### config.mk
export PLATFORM = sky130hd
export DESIGN_NAME = uart_rx_fifo
export DESIGN_NICKNAME = d
export VERILOG_FILES = /design/src/rtl/uart_pkg.sv /design/src/rtl/uart_rx_byte_fifo.sv /design/src/rtl/uart_rx_fifo.sv
export SDC_FILE = /design/constraint.sdc
export NUM_CORES = 1
export LEC_CHECK = 0
export ABC_AREA = 1
export CAP_MARGIN = 20
export CORE_MARGIN = 5
export CORE_UTILIZATION = 45
export DETAILED_ROUTE_END_ITERATION = 10
export GPL_TIMING_DRIVEN = 0
export SETUP_SLACK_MARGIN = 0.15
export SYNTH_ARGS = -nofsm -noshare
export SYNTH_HDL_FRONTEND = slang
export SYNTH_HIERARCHICAL = 1
export SYNTH_SLANG_ARGS = --single-unit
export TNS_END_PERCENT = 1
### constraint.sdc
create_clock -name CLK -period 3 [get_ports CLK]
set_input_delay 0.3 -clock CLK [delete_from_list [all_inputs] [get_ports CLK]]
set_output_delay 0.3 -clock CLK [all_outputs]
set_load 0.01 [all_outputs]
### src/rtl/uart_pkg.sv
// ---------------------------------------------------------------------------
// uart_pkg
// Shared definitions for the UART blocks: receiver FSM state type, the
// default bit period in CPU clocks, and serial frame constants.
// The transmitter uses the same DEFAULT_SERIAL_WCNT so both directions
// agree on the baud rate.
// ---------------------------------------------------------------------------
package uart_pkg;

    // Receiver FSM states. The RX_ prefix keeps these names distinct from
    // the DATA output port of the receiver top level.
    typedef enum logic [1:0] {
        RX_IDLE,
        RX_START,
        RX_DATA,
        RX_STOP
    } rx_state_t;

    // CPU clocks per serial bit (CPU_FREQ / BAUDRATE).
    localparam int DEFAULT_SERIAL_WCNT = 120;

    // 8N1 framing: eight data bits, LSB first, one stop bit at line level 1.
    localparam int   DATA_BITS  = 8;
    localparam logic STOP_LEVEL = 1'b1;

endpackage

### src/rtl/uart_rx_byte_fifo.sv
// ---------------------------------------------------------------------------
// uart_rx_byte_fifo
// First-word-fall-through byte FIFO of depth 2^FIFO_LOG for received bytes.
//
// Ports:
//   clk    in   clock, rising edge
//   rst_n  in   asynchronous active-low reset (pointers only)
//   push   in   store din this cycle (accepted when not full, or when full
//               and a pop happens in the same cycle)
//   pop    in   drop the head entry; ignored while empty
//   din    in   byte to store
//   dout   out  head byte, forced to 0 while empty
//   count  out  number of stored bytes (0 .. 2^FIFO_LOG)
//   full   out  count equals 2^FIFO_LOG
//   valid  out  FIFO non-empty
// ---------------------------------------------------------------------------
module uart_rx_byte_fifo
    import uart_pkg::*;
#(
    parameter int FIFO_LOG = 4
) (
    input  logic                 clk,
    input  logic                 rst_n,
    input  logic                 push,
    input  logic                 pop,
    input  logic [DATA_BITS-1:0] din,
    output logic [DATA_BITS-1:0] dout,
    output logic [FIFO_LOG:0]    count,
    output logic                 full,
    output logic                 valid
);

    localparam int DEPTH = 1 << FIFO_LOG;

    logic [DATA_BITS-1:0] mem [DEPTH];
    logic [FIFO_LOG:0]    wr_ptr;
    logic [FIFO_LOG:0]    rd_ptr;
    logic                 pop_ok;
    logic                 push_ok;

    // Pointers carry one extra bit so that full and empty are distinct
    // while both wrap naturally.
    assign count = wr_ptr - rd_ptr;
    assign valid = (count != '0);
    // count never exceeds DEPTH, so its MSB is set exactly when full.
    assign full  = count[FIFO_LOG];

    // A pop in the same cycle frees the slot a push on a full FIFO needs.
    assign pop_ok  = pop & valid;
    assign push_ok = push & (~full | pop_ok);

    always_ff @(posedge clk or negedge rst_n) begin
        if (!rst_n) begin
            wr_ptr <= '0;
            rd_ptr <= '0;
        end else begin
            if (push_ok) begin
                wr_ptr <= wr_ptr + 1'b1;
            end
            if (pop_ok) begin
                rd_ptr <= rd_ptr + 1'b1;
            end
        end
    end

    // Storage is not reset; the pointers alone decide what is visible.
    always_ff @(posedge clk) begin
        if (push_ok) begin
            mem[wr_ptr[FIFO_LOG-1:0]] <= din;
        end
    end

    assign dout = valid ? mem[rd_ptr[FIFO_LOG-1:0]] : '0;

endmodule

### src/rtl/uart_rx_fifo.sv
// ---------------------------------------------------------------------------
// uart_rx_fifo
// 8N1 UART receiver (LSB first) feeding a receive FIFO that the CPU polls
// and pops through MMIO. Runs in the CPU clock domain; RXD is synchronized
// internally.
//
// Ports:
//   CLK        in   CPU clock, rising edge
//   RST_X      in   asynchronous active-low reset
//   RXD        in   serial input, idle high
//   RE         in   pop the head entry (honoured only while VALID=1)
//   CLR        in   synchronous clear of the sticky error flags
//   DATA       out  head byte, first-word-fall-through, 0 while VALID=0
//   VALID      out  FIFO non-empty
//   COUNT      out  number of stored bytes
//   FULL       out  COUNT equals 2^FIFO_LOG
//   OVERFLOW   out  sticky: a complete byte was dropped on a full FIFO
//   FRAME_ERR  out  sticky: a stop bit was sampled as 0
// ---------------------------------------------------------------------------
module uart_rx_fifo
    import uart_pkg::*;
#(
    parameter int SERIAL_WCNT = DEFAULT_SERIAL_WCNT,
    parameter int FIFO_LOG    = 4
) (
    input  logic                 CLK,
    input  logic                 RST_X,
    input  logic                 RXD,
    input  logic                 RE,
    input  logic                 CLR,
    output logic [DATA_BITS-1:0] DATA,
    output logic                 VALID,
    output logic [FIFO_LOG:0]    COUNT,
    output logic                 FULL,
    output logic                 OVERFLOW,
    output logic                 FRAME_ERR
);

    // SERIAL_WCNT-1 always fits in clog2(SERIAL_WCNT) bits.
    localparam int CNT_W = $clog2(SERIAL_WCNT);
    localparam int BIT_W = $clog2(DATA_BITS);

    localparam logic [CNT_W-1:0] HALF_LOAD = CNT_W'(SERIAL_WCNT / 2 - 1);
    localparam logic [CNT_W-1:0] BIT_LOAD  = CNT_W'(SERIAL_WCNT - 1);
    localparam logic [BIT_W-1:0] LAST_BIT  = BIT_W'(DATA_BITS - 1);

    logic                 rxd_meta;
    logic                 rxd_s;
    logic                 rxd_d;
    logic                 fall;

    rx_state_t            state_q, state_d;
    logic [CNT_W-1:0]     cnt_q, cnt_d;
    logic [BIT_W-1:0]     bit_q, bit_d;
    logic [DATA_BITS-1:0] shift_q, shift_d;

    logic                 push;
    logic                 frame_set;
    logic                 drop;
    logic                 overflow_q;
    logic                 frame_err_q;

    // Two-flop synchronizer plus one delay flop for edge detection. All
    // reset to the idle level so releasing reset never looks like a start.
    always_ff @(posedge CLK or negedge RST_X) begin
        if (!RST_X) begin
            rxd_meta <= 1'b1;
            rxd_s    <= 1'b1;
            rxd_d    <= 1'b1;
        end else begin
            rxd_meta <= RXD;
            rxd_s    <= rxd_meta;
            rxd_d    <= rxd_s;
        end
    end

    // Only a 1-to-0 transition starts a frame, so a line stuck low (for
    // example after a framing error) never retriggers.
    assign fall = rxd_d & ~rxd_s;

    always_ff @(posedge CLK or negedge RST_X) begin
        if (!RST_X) begin
            state_q <= RX_IDLE;
            cnt_q   <= '0;
            bit_q   <= '0;
            shift_q <= '0;
        end else begin
            state_q <= state_d;
            cnt_q   <= cnt_d;
            bit_q   <= bit_d;
            shift_q <= shift_d;
        end
    end

    // The cycle counter is loaded with (period - 1) and sampling happens
    // on the cycle it reads zero. The start bit is checked half a period
    // after the edge, so every later sample lands mid-bit. The FSM leaves
    // STOP at the stop-bit midpoint, leaving half a bit of slack to catch
    // the next start edge of back-to-back frames.
    always_comb begin
        state_d   = state_q;
        cnt_d     = cnt_q;
        bit_d     = bit_q;
        shift_d   = shift_q;
        push      = 1'b0;
        frame_set = 1'b0;

        case (state_q)
            RX_IDLE: begin
                if (fall) begin
                    cnt_d   = HALF_LOAD;
                    state_d = RX_START;
                end
            end

            RX_START: begin
                if (cnt_q == '0) begin
                    if (!rxd_s) begin
                        cnt_d   = BIT_LOAD;
                        bit_d   = '0;
                        state_d = RX_DATA;
                    end else begin
                        // Line went back high before mid start bit: glitch.
                        state_d = RX_IDLE;
                    end
                end else begin
                    cnt_d = cnt_q - CNT_W'(1);
                end
            end

            RX_DATA: begin
                if (cnt_q == '0) begin
                    shift_d[bit_q] = rxd_s;
                    cnt_d          = BIT_LOAD;
                    if (bit_q == LAST_BIT) begin
                        state_d = RX_STOP;
                    end else begin
                        bit_d = bit_q + BIT_W'(1);
                    end
                end else begin
                    cnt_d = cnt_q - CNT_W'(1);
                end
            end

            RX_STOP: begin
                if (cnt_q == '0) begin
                    state_d = RX_IDLE;
                    if (rxd_s == STOP_LEVEL) begin
                        push = 1'b1;
                    end else begin
                        frame_set = 1'b1;
                    end
                end else begin
                    cnt_d = cnt_q - CNT_W'(1);
                end
            end

            default: begin
                state_d = RX_IDLE;
            end
        endcase
    end

    uart_rx_byte_fifo #(
        .FIFO_LOG (FIFO_LOG)
    ) u_fifo (
        .clk   (CLK),
        .rst_n (RST_X),
        .push  (push),
        .pop   (RE),
        .din   (shift_q),
        .dout  (DATA),
        .count (COUNT),
        .full  (FULL),
        .valid (VALID)
    );

    // A byte is lost only if the FIFO is full and no pop frees a slot in
    // the same cycle.
    assign drop = push & FULL & ~(RE & VALID);

    // Sticky flags: a set event in the same cycle as CLR wins.
    always_ff @(posedge CLK or negedge RST_X) begin
        if (!RST_X) begin
            overflow_q  <= 1'b0;
            frame_err_q <= 1'b0;
        end else begin
            if (drop) begin
                overflow_q <= 1'b1;
            end else if (CLR) begin
                overflow_q <= 1'b0;
            end
            if (frame_set) begin
                frame_err_q <= 1'b1;
            end else if (CLR) begin
                frame_err_q <= 1'b0;
            end
        end
    end

    assign OVERFLOW  = overflow_q;
    assign FRAME_ERR = frame_err_q;

endmodule

Word-level counts from Yosys, hierarchy flattened
Memory sizes are Yosys's and may differ from the RTL's.
Index checks and enable logic that the tools add are counted.
- add/sub/neg operators: 5
- divide/modulo/power cells: 0
- $lt $le $gt $ge: 2
- equal/unequal tests: 13
- reduce and logical (&&, ||, !) cells: 11
- mux-type cells: 33
- bitwise operators: 9
- $mul: 0
- shift operators: 0
- operators by type and width (kind ; number):
    2-to-1 mux 7 bit ; 5
    one-hot mux 7 bit (4 select lines) ; 1
    inequality test 2 bit (second input constant) ; 8
    2-to-1 mux 1 bit ; 12
    2-to-1 mux 2 bit ; 6
    2-to-1 mux 3 bit ; 4
    adder 5 x 1 -> 5 bit (second input constant) ; 2
    AND reduction 5 bit ; 2
    bitwise mux 8 bit ; 1
    2-to-1 mux 8 bit ; 1
    one-hot mux 2 bit (4 select lines) ; 1
    zero test 7 bit ; 1
    subtractor 7 x 1 -> 7 bit (second input constant) ; 1
    one-hot mux 3 bit (2 select lines) ; 1
    nonzero test 2 bit ; 3
    AND 1 bit ; 5
    nonzero test 5 bit ; 1
    subtractor 5 bit ; 1
    == test 2 bit (second input constant) ; 2
    less-than comparator 3 x 4 -> 1 bit (second input constant) ; 1
    adder 3 x 1 -> 3 bit (second input constant) ; 1
    demux 1 bit (select 3 bit) ; 1
    == test 3 bit (second input constant) ; 1
    greater-or-equal comparator 3 x 1 -> 1 bit (second input constant) ; 1
    8 further kinds ; 10
- input bits: 5
- memories: 1
- output and inout bits: 17
- RAM bits: 128
- logic and storage cells: 85
- bits in latches: 0
- register bits after elaboration: 35
- ROM bits: 0
- memory list (name ; depth ; width ; read ports ; clocked after memory_dff ; wr ports ; RTL line ; text):
    u_fifo.mem ; 16 ; 8 ; 1 ; 0 ; 1 ; uart_rx_byte_fifo.sv:35 ; logic [DATA_BITS-1:0] mem [DEPTH];

Longest topological paths before layout
- depth in word-level cells: 7
- gate-level depth with buffers: 12
- gate-level depth less buffers: 12

Modules after synthesis
Netlist, hierarchy kept.
- modules (own cells, without submodules) (module ; area an instance (um2) ; cells an instance ; seq. area each (um2) ; instances):
    uart_rx_byte_fifo ; 6048.3 ; 547 ; 4093.9 ; 1
    uart_rx_fifo ; 1451.4 ; 176 ; 629.4 ; 1

Least setup slack after synthesis
Ideal clock, no wire load.
- kind: register to register
- start point: register u_fifo.rd_ptr[1]
- end point: memory u_fifo.mem[1][0], enable pin
- buffers on the path: 3
- stages on the path, launching flop included: 11
- required time: 2.617 ns
- setup slack: 0.315 ns
- data arrival time: 2.301 ns
- library setup time: 0.383 ns
- cells stage by stage: dfrtp_1 -> buf_2 -> inv_1 -> buf_2 -> fa_1 -> nand3_1 -> nand3_1 -> nand2_2 -> o21ai_4 -> buf_6 -> nor3_1
- word-level cells in the longest chain between the ends: 7
- elaborated cells between the ends (all ways): 8
- classes of those cells: add/sub (1); mux (2); bitwise (4); reduce/logical (1)
- ends and longest elaborated chain (what ; RTL line ; text):
    start: declaration ; uart_rx_byte_fifo.sv:37 ; logic [FIFO_LOG:0] rd_ptr;
    start signal: assignment ; uart_rx_byte_fifo.sv:61 ; rd_ptr <= rd_ptr + 1'b1;
    subtractor 5 bit * ; uart_rx_byte_fifo.sv:43 ; assign count = wr_ptr - rd_ptr;
    nonzero test 5 bit ; uart_rx_byte_fifo.sv:44 ; assign valid = (count != '0);
    AND 1 bit ; uart_rx_byte_fifo.sv:49 ; assign pop_ok = pop & valid;
    bitwise OR 1 bit * ; uart_rx_byte_fifo.sv:50 ; assign push_ok = push & (~full | pop_ok);
    AND 1 bit * ; uart_rx_byte_fifo.sv:50 ;
    2-to-1 mux 1 bit * ; uart_rx_byte_fifo.sv:68 ; if (push_ok) begin
    2-to-1 mux 1 bit (not written as such) * ; uart_rx_byte_fifo.sv:69 ; mem[wr_ptr[FIFO_LOG-1:0]] <= din;
    end: declaration ; uart_rx_byte_fifo.sv:35 ;
Mark *: on every way between the ends. The rest lies on a longest branch, timed or not.

Worst setup path after layout
- start point: register u_fifo.rd_ptr[1]
- end point: output port DATA[6]
- word-level cells in the longest chain between the ends: 3
- elaborated cells between the ends (all ways): 4
- classes of those cells: add/sub (1); mux (1); reduce/logical (1); memory (1)
- ends and longest elaborated chain (what ; RTL line ; text):
    subtractor 5 bit ; uart_rx_byte_fifo.sv:43 ;
    nonzero test 5 bit ; uart_rx_byte_fifo.sv:44 ;
    2-to-1 mux 8 bit * ; uart_rx_byte_fifo.sv:73 ; assign dout = valid ? mem[rd_ptr[FIFO_LOG-1:0]] : '0;
    end: declaration ; uart_rx_fifo.sv:31 ; output logic [DATA_BITS-1:0] DATA,
Marked as above.

==> reports/metrics.csv <==
stage,metric,value,unit
run_status,outcome,"finished, final reports clean",
route,drt initial violations,449,
global_routing,global-route wire length before repair,27480,µm
clocking,clk_lat worst skew,0.42,ns
synthesis,most frequent cells after synthesis,"nand2_1 (233), edfxtp_1 (128), nand3_1 (128)",
finish,diode count,0,
worst_setup_path,CP max FO,11,
synthesis,Post-synth EDFFs,128,
route,DRT Wirelength,17610,µm
synthesis,most numerous cell in the Yosys netlist,nand2_1,
synthesis,Ys Warns,6,
route,drt wl/cell,17.44,µm
finish,area growth from synthesis to layout,19.24,%
floorplanning,die area,19350,µm²
sta,RSZ-0062 raised after global routing,true,
sta,crit share post-route,94.44,%
clocking,number of buffers created by CTS,17,
power,Comb pwr share,32.2,%
clocking,H-tree Lvls,4,
worst_setup_path,crit path DAT,2.53,ns
power,total power,0.007609,W
placed_design,DP Cell Count,972,
global_routing,initial antenna violation count,0,
route,Routed Antenna Nets,0,
synthesis,Synth Area per Inst,10.37,µm²
clocking,"CTS clk-pin slew, worst paths",0.06,ns
route,DR vias,5289,
route,routed wl met2,8478,µm
power,Power Dens Cells,850.9,nW/µm²
synthesis,Synth cell types,38,
synthesis,number of synthesized register bits,163,
placed_design,GPL Wtd Cong,0.8378,
synthesis,synth top area cells,"edfxtp_1 (51%), nand2_1 (12%), dfrtp_1 (11%)",
worst_setup_path,worst path required time,2.70,ns
clocking,CTS tree,yes,
global_routing,vias in the first global route,4983,
finish,Nets,800,
sta,Worst Tran Pin Value,0.8015,ns
floorplanning,core area,16470,µm²
placed_design,Buffers on Ports,21,
route,wl on met1,8017,µm
route,Via density,5.237,
synthesis,main flop type after synthesis,edfxtp_1,
clocking,CTS Buffer Depth,2,
floorplanning,Initial Util,45.55,%
floorplanning,die height,139.1,µm
sta,Fin. Hold Viols,0,
power,Psw,0.002543,W
global_routing,GRT Util Overall,18.47,%
synthesis,sequential share of the synthesized area,62.98,%
power,VDD IR max,450.9,µV
floorplanning,die width,139.1,µm
synthesis,share of flip-flops with an asynchronous set or reset,21.47,%
sta,final worst path period need,2.833,ns
clocking,clock sink count,163,
power,Leak,3.681,nW
sta,Final Max Slew Viols,0,
synthesis,Yosys top cell by area,edfxtp_1,
worst_setup_path,CP Capture Type,output port,
synthesis,Gate Count Post-Synth,723,
synthesis,Post-Syn Area,7500,µm²
finish,ratio of cells with drive above 1 in the final layout,18.23,%
global_routing,largest net degree at the start of global routing,36,
flow_run,max cap viols,0,
placed_design,pre-CTS setup slack,-0.3197,ns
clocking,CTS root buf,clkbuf_16,
power,Sequential Power Share,34.6,%
power,internal power,0.005066,W
route,DRC,0,
sta,Max Clock Freq,0.3529,GHz
sta,Fin Clk Skew,0.007491,ns
sta,Final TNS setup,0,ns
placed_design,post-DP HPWL,11750,µm
finish,fillers,1440,
floorplanning,num rows,47,
power,switch share,33.42,%
worst_setup_path,Setup crit start kind,flip-flop,
min_path,Worst Hold Class,input pin to flip-flop,
sta,final setup margin,0.1667,ns
power,clock power share,33.2,%
sta,setup violators final,0,
route,highest metal used,met4,
finish,Post-Layout Cell Count,1010,
synthesis,"Net Count, Synth",746,
route,routed wl met3,882,µm
route,DR pass1 iterations,5,
floorplanning,io pins,22,
synthesis,top-area cell type share of the netlist area,51.25,%
worst_setup_path,critical path class,flip-flop to output port,
global_routing,GR Overflow Total,0,
sta,Slew headroom,46.57,%
[registers in the layout (all words and copies together) (netlist names), named ones only]
| signal | flops |
|---|---|
| FRAME_ERR | 1 |
| u_fifo/mem | 128 |
| OVERFLOW | 1 |
| rxd_s | 1 |
| bit_q | 3 |
| rxd_meta | 1 |
| state_q | 1 |
| cnt_q | 7 |
| u_fifo/rd_ptr | 5 |
| shift_q | 8 |
| rxd_d | 1 |
| u_fifo/wr_ptr | 5 |
[kinds of logic (layout without fill, tap and decap cells)]
group / Yosys count / in the layout / share of synthesized area [%]
AOI/OAI and AO/OA: 25 / 25 / 2.185
and+or+nand+nor: 432 / 432 / 25.86
DFF: 163 / 163 / 62.98
buffers and inverters: 76 / 143 / 4.822
adders and majority gates: 18 / 18 / 3.103
xor gates and xnor gates: 9 / 9 / 1.051
[cell usage in the layout, fill, tap and decap left out, types with 8 or more instances in the layout]
master / netlist / routed
nor2_4: 5 / 8
clkdlybuf4s50_1: 0 / 9
xor2_1: 8 / 8
nand3_1: 128 / 127
nand2_2: 11 / 11
dfrtp_1: 32 / 30
inv_1: 38 / 34
ha_1: 17 / 15
clkbuf_16: 0 / 17
nand2_1: 233 / 233
inv_2: 7 / 8
edfxtp_1: 128 / 128
nor2_1: 26 / 22
o21ai_1: 11 / 11
buf_4: 8 / 16
buf_2: 12 / 19
[power by group through the flow]
stage / clock, W / sequential [W] / combinational, W
floorplan: 0 / 0.00263 / 0.00155
global placement: 0 / 0.00266 / 0.00236
detailed placement: 0 / 0.00267 / 0.00240
CTS: 0.00256 / 0.00263 / 0.00237
global route: 0.00265 / 0.00264 / 0.00269
finish: 0.00253 / 0.00263 / 0.00245
[layer usage]
metal	track usage, %	vias to the layer above
met5	0	-
met4	5.252	0
met3	3.483	20
met2	29.71	161
met1	25.83	2541
li1	-	2567
[layout make-up]
type	instances	area [µm²]	area share [%]
Clock buffer	19	442.9	4.953
Clock inverter	13	255.2	2.854
Sequential cell	163	4726	52.85
Buffer	29	206.4	2.309
Multi-Input combinational cell	484	2569	28.73
Inverter	47	196.4	2.197
Timing Repair Buffer	35	271.5	3.036
Tap cell	220	275.3	3.078
[path summary, 6_finish.rpt]
kind | depth (start not counted) | endpoint | from | slack (ns)
max in group asynchronous | 2 | u_fifo/rd_ptr[0] | RST_X | 1.94
worst min-delay path | 1 | rxd_meta | RXD | 0.28
worst min register to register | 0 | rxd_s | rxd_meta | 0.36
worst max register to register | 12 | u_fifo/mem[3][2] | cnt_q[0] | 0.37
worst max-delay path | 10 | DATA[6] | u_fifo/rd_ptr[1] | 0.17
min in group asynchronous | 2 | state_q[0] | RST_X | 0.49
[through the flow]
stage	utilization (%)	hold WS, ns	instance area, µm²
after floorplan	-	0.004409	7500
after global placement	48.50	0.3498	7985
after detailed placement	48.77	0.3473	8030
after CTS	53.31	0.2647	8777
after global routing	54.31	0.2767	8942
final	54.31	0.2790	8942
[critical path: stages (launching register included)]
cell     delay, ns
dfrtp_1       0.41
buf_6         0.16
inv_8         0.07
buf_12        0.13
fa_1          0.45
or2_1         0.25
nor2_2        0.15
nand3_4       0.15
inv_8         0.13
nor2_1        0.07
buf_2         0.14
[what timing repair did]
item	4_1_cts	5_1_grt
hold buffers	1	0
setup buffers	2	0
gates cloned	0	0
gates resized for setup	56	34
setup endpoints to repair	126	128
endpoints found under the hold margin	32	0
pin swaps	3	5
Power figures use the tool's default switching activity.
